`src/rtl/wavetable_recorder.sv`:
```
// wavetable_recorder: serial-to-parallel 32-bit wavetable capture for the Rec_WT path (optional WT_REC_MAJORITY_EN)
module wavetable_recorder #(
    parameter int DIV = 25000
) (
    input  logic        CLK,
    input  logic        RST,
    input  logic        Record,
    input  logic        BitIn,
    output logic [31:0] Rec_WT,
    output logic        Valid,
    output logic        Done,
    output logic        Busy,
    output logic [5:0]  BitIdx
);
    localparam int CW = $clog2(DIV);
    localparam logic [CW-1:0] L_LAST = CW'(DIV - 1);
    localparam logic [CW-1:0] L_SAMP = CW'(DIV / 2 - 1);
    typedef enum logic [1:0] {S_IDLE, S_CAPTURE, S_DONE} state_t;
    state_t       r_state;
    logic         r_rec_m, r_rec_s, r_rec_q, r_bit_m, r_bit_s;
    logic [1:0]   r_warm;
    logic         r_arm;
    logic [CW-1:0] r_cnt;
    logic [31:0]  r_sh, r_wt;
    logic [5:0]   r_idx;
    logic         r_valid, r_done, r_busy;
    logic         w_rise, w_shift, w_bit;
    // Synchronisers; a rise only counts once Record has been seen low after reset
    always_ff @(posedge CLK or posedge RST) begin
        if (RST) begin
            r_rec_m <= 1'b0;
            r_rec_s <= 1'b0;
            r_rec_q <= 1'b0;
            r_bit_m <= 1'b0;
            r_bit_s <= 1'b0;
            r_warm  <= 2'b00;
            r_arm   <= 1'b0;
        end else begin
            r_rec_m <= Record;
            r_rec_s <= r_rec_m;
            r_rec_q <= r_rec_s;
            r_bit_m <= BitIn;
            r_bit_s <= r_bit_m;
            r_warm  <= {r_warm[0], 1'b1};
            r_arm   <= r_arm | (r_warm[1] & ~r_rec_s);
        end
    end
    assign w_rise = r_rec_s & ~r_rec_q & r_arm;
`ifdef WT_REC_MAJORITY_EN
    localparam logic [CW-1:0] L_PRE  = CW'(DIV / 2 - 2);
    localparam logic [CW-1:0] L_POST = CW'(DIV / 2);
    logic r_m0, r_m1;
    // Hold the two early votes around the bit centre
    always_ff @(posedge CLK or posedge RST) begin
        if (RST) begin
            r_m0 <= 1'b0;
            r_m1 <= 1'b0;
        end else begin
            r_m0 <= (r_cnt == L_PRE) ? r_bit_s : r_m0;
            r_m1 <= (r_cnt == L_SAMP) ? r_bit_s : r_m1;
        end
    end
    assign w_shift = (r_cnt == L_POST);
    assign w_bit   = (r_m0 & r_m1) | (r_m0 & r_bit_s) | (r_m1 & r_bit_s);
`else
    assign w_shift = (r_cnt == L_SAMP);
    assign w_bit   = r_bit_s;
`endif
    // Capture FSM; abort beats shift and completion, Rec_WT only moves in DONE
    always_ff @(posedge CLK or posedge RST) begin
        if (RST) begin
            r_state <= S_IDLE;
            r_cnt   <= '0;
            r_sh    <= '0;
            r_idx   <= '0;
            r_wt    <= 32'hFF00FF00;
            r_valid <= 1'b0;
            r_done  <= 1'b0;
            r_busy  <= 1'b0;
        end else begin
            case (r_state)
                S_IDLE: begin
                    r_done <= 1'b0;
                    if (w_rise) begin
                        r_state <= S_CAPTURE;
                        r_cnt   <= '0;
                        r_sh    <= '0;
                        r_idx   <= '0;
                        r_busy  <= 1'b1;
                    end
                end
                S_CAPTURE: begin
                    if (!r_rec_s) begin
                        r_state <= S_IDLE;
                        r_cnt   <= '0;
                        r_sh    <= '0;
                        r_idx   <= '0;
                        r_busy  <= 1'b0;
                    end else begin
                        r_cnt <= (r_cnt == L_LAST) ? '0 : r_cnt + CW'(1);
                        if (w_shift) begin
                            r_sh  <= {r_sh[30:0], w_bit};
                            r_idx <= r_idx + 6'd1;
                        end
                        if (r_cnt == L_LAST && r_idx == 6'd32) begin
                            r_state <= S_DONE;
                            r_busy  <= 1'b0;
                            r_done  <= 1'b1;
                        end
                    end
                end
                S_DONE: begin
                    r_state <= S_IDLE;
                    r_wt    <= r_sh;
                    r_valid <= 1'b1;
                    r_done  <= 1'b0;
                    r_idx   <= '0;
                end
                default: begin
                    r_state <= S_IDLE;
                    r_busy  <= 1'b0;
                    r_done  <= 1'b0;
                end
            endcase
        end
    end
    assign Rec_WT = r_wt;
    assign Valid  = r_valid;
    assign Done   = r_done;
    assign Busy   = r_busy;
    assign BitIdx = r_idx;
endmodule

```
`config.mk`:
```
export PLATFORM = sky130hd
export DESIGN_NAME = wavetable_recorder
export DESIGN_NICKNAME = d
export VERILOG_FILES = /design/src/rtl/wavetable_recorder.sv
export SDC_FILE = /design/constraint.sdc
export NUM_CORES = 1
export LEC_CHECK = 0
export BUFFER_PORTS_ARGS = -buffer_cell sky130_fd_sc_hd__buf_4
export CORE_MARGIN = 2
export CORE_UTILIZATION = 40
export DETAILED_ROUTE_END_ITERATION = 8
export SLEW_MARGIN = 5
export SYNTH_ARGS = -nofsm -noshare
export SYNTH_HDL_FRONTEND = slang
export SYNTH_SLANG_ARGS = --single-unit
```
`constraint.sdc`:
```
create_clock -name CLK -period 2.8 [get_ports CLK]
set_input_delay 0.28 -clock CLK [delete_from_list [all_inputs] [get_ports CLK]]
set_output_delay 0.28 -clock CLK [all_outputs]
set_load 0.05 [all_outputs]
```
==> flow_summary_export.csv <==
group,metric,value,unit
cts,clockBufferDepth,2,
cts,cts_root_buffer,"clkbuf_8",
worst_setup_path,r2r_end,"BitIdx[0]",
worst_setup_path,rrSetupSlack,0.87,ns
logic_synthesis,seq_area_frac_synth,0.594,
logic_synthesis,synth_xor_xnor_area_share,0.00210,
logic_synthesis,syn_inst,317,
sta,period_share,0.688,
finish,mostFrequentLayoutCell,"dfrtp_1",
die,start_util,0.407,
global_route,grt_first_pass_wirelength,13500,µm
sta,setup_violations,0,
logic_synthesis,synthArstFlopShare,1.00,
sta,final_max_slew_viol_count,0,
place,dp_slack,0.896,ns
finish,area_delta_synth_final,15.3,%
sta,min_period,1.93,ns
drt,wl_per_cell,15.3,µm
finish,n_antenna_cell,0,
place,io_buffers,44,
drt,viasPerCell,5.36,
worst_setup_path,regToRegStartpoint,"r_cnt[3]",
logic_synthesis,synth_top_family_by_area,"compound AO/OA/AOI/OAI gates",
global_route,overflow,0,
cts,clock_sinks,98,
drt,first_iter_violations,145,
sta,relSlewSlack,0.463,
finish,stdcell_count,499,
logic_synthesis,synth_mux_area_frac,0.0974,
status,status,"finished, final reports clean",
pwr,p_per_area,508,nW/µm²
worst_setup_path,cp_top_family,"simple AND/OR/NAND/NOR gates",
sta,finalHoldViolations,0,
worst_setup_path,critical_path_buf_inv_count,0,
cts,numCtsBuffers,9,
place,dp.cells,482,
sta,tightestPinTransition,0.803,ns
sta,postLayoutSetupSlackWorst,0.874,ns
min_path,holdPathStages,1,
finish,stdcell_area,4800,µm²
place,post-dp-hpwl,5060,µm
logic_synthesis,synth_area_per_cell,13.1,µm²
place,finalWeightedCongestion,0.781,
logic_synthesis,synthSimpleGateAreaFrac,0.120,
drt,drt-total-wl,7650,µm
worst_setup_path,endpoint_kind,"register",
drt,vias,2676,
cts,ctsHtreeMaxLevel,3,
worst_setup_path,crit_required,3.05,ns
finish,fin_nets,365,
job,cap_violations,0,
drt,drc,0,
logic_synthesis,synthAdderAreaFrac,0.00901,
cts,holdBufCountCts,1,
worst_setup_path,path_cells,"nor4_4 > nand4_4 > a221o_1 > mux2_4",
worst_setup_path,worst-path-max-fanout,7,
logic_synthesis,netlist_area,4160,µm²
worst_setup_path,path_class,"register to register",
cts,cts_setup_buffers,0,
worst_setup_path,worstPathArrival,2.18,ns
logic_synthesis,yosysWarnings,0,
place,placed_area,4590,µm²
global_route,antenna_found_initial,0,
pwr,totalPowerFinal,2.44,mW
sta,clock_skew,0.0165,ns
die,num_io_pins,45,
sta,tns,0,ns
global_route,grt.total_usage,0.149,
logic_synthesis,synth_ff_type,"dfrtp_1",
min_path,hold_path_startpoint,"Record",
logic_synthesis,syn_nets,324,
global_route,grt_max_degree,46,
die,dieWidth,106,µm
drt,drt_first_pass_iters,4,
sta,clock.fmax,519,MHz
pwr,p_leak,2.23,nW
logic_synthesis,yosys_register_bits,98,
pwr,ir_drop,0.000278,V
finish,final_cell_mix,"dfrtp_1 (82), buf_4 (47), a22o_1 (33)",
cts,cts_tree,"done",
logic_synthesis,synth-edff-count,0,
global_route,grt_pass1_vias,2728,
worst_setup_path,cp-start-kind,"register",
sta,grt_setup_unrepaired,"no",
die,core-area,10200,µm²
worst_setup_path,cp_slowest_cell,"dfrtp_1",
die,num_rows,37,
min_path,holdPathEnd,"r_rec_m",
cts,cts_resized,0,
drt,final_antenna_net_count,0,
logic_synthesis,yosys.cell_types.count,54,
worst_setup_path,ff2ff_path_depth,4,
die,die_area,11200,µm²
finish,drive_above_1_share,0.339,
die,die_h,106,µm
cts,path_clk_slew,0.10,ns
logic_synthesis,synth_compound_gate_area_share,0.143,
cts,clk_latency,0.36,ns
min_path,hold_path.class,"input port to register",
worst_setup_path,cpPeakStageDelay,0.50,ns
[power breakdown]
part	internal (mW)	switching [mW]
clock network	0.368	0.517
registers	1.43	0.0128
logic	0.0303	0.0810
total	1.83	0.610
[layout make-up]
class,instances,area (µm²)
Fill cell,931,5430
Sequential cell,98,2470
Multi-Input combinational cell,194,1550
Timing Repair Buffer,49,383
Tap cell,136,170
Clock buffer,10,138
Clock inverter,6,57.6
Inverter,6,26.3
[flip-flops by register name (all words and copies together), names as in the netlist]
register and flops:
r_sh 32, Valid 1, BitIdx 6, r_bit_s 1, r_rec_s 1, r_warm 2, Busy 1, r_rec_q 1
r_rec_m 1, Rec_WT 32, r_cnt 15, r_state 2, r_arm 1, Done 1, r_bit_m 1
[worst register-to-register path, stage by stage (launching register included)]
cell and delay (ns):
dfrtp_1 0.50, nor4_4 0.39, nand4_4 0.21, a221o_1 0.45, mux2_4 0.29
[worst max-delay path by stage]
stage              from        end  slack (ns)  depth (start not counted)
5_1_grt        r_cnt[3]  BitIdx[0]        0.77                          4
6_report       r_cnt[3]  BitIdx[0]        0.87                          4
2_1_floorplan  r_cnt[5]  BitIdx[0]        1.06                          5
3_5_place_dp   r_cnt[3]  BitIdx[0]        0.90                          4
3_3_place_gp   r_cnt[3]  BitIdx[0]        0.89                          4
4_1_cts        r_cnt[3]  BitIdx[0]        0.87                          4
[synth_stat cells, drive strengths merged, types with 2 or more instances]
cell,number,share of area
nand3,8,0.0096
and3,3,0.0045
nor3,6,0.0072
a31oi,2,0.0030
and4,3,0.0063
inv,5,0.0045
o31ai,5,0.0090
o21a,2,0.0036
nand3b,2,0.0036
dfstp,16,0.10
nand4,4,0.0096
o22ai,2,0.0030
clkbuf,5,0.0045
and2,3,0.0045
mux2i,3,0.0072
and4b,3,0.0072
nor4,3,0.0081
a221o,2,0.0048
o21ai,10,0.012
nor2b,2,0.0030
dfrtp,82,0.49
ha,3,0.0090
a22o,33,0.069
o2111ai,2,0.0057
buf,14,0.023
nand2b,5,0.0075
or4,3,0.0054
or3,2,0.0030
a21oi,7,0.0084
nand2,16,0.014
nor2,10,0.010
o22a,4,0.0084
mux2,33,0.090
[through the flow]
step	utilization	hold WS (ns)
floorplan	-	0.311
global placement	0.449	0.333
detailed placement	0.449	0.336
CTS	0.469	0.000628
global route	0.469	0.00354
finish	0.469	0.0256
[per-layer routing]
| layer | up-vias | routed length [µm] | track usage |
|---|---|---|---|
| met2 | 46 | 3570 | 0.234 |
| met4 | 0 | 107 | 0.0536 |
| li1 | 1265 | - | - |
| met1 | 1356 | 3690 | 0.204 |
| met5 | - | 0 | 0 |
| met3 | 9 | 285 | 0.0319 |
[cell families (layout without fill, tap and decap cells)]
family | count (synthesis) | in the layout
XOR/XNOR | 1 | 1
AO/OA/AOI/OAI | 75 | 75
adder cells (fa/ha/maj) | 3 | 3
AND/OR/NAND/NOR | 78 | 78
buffers and inverters | 25 | 71
other | 1 | 1
flip-flops | 98 | 98
multiplexers | 36 | 36
(Power assumes the default switching activity.)
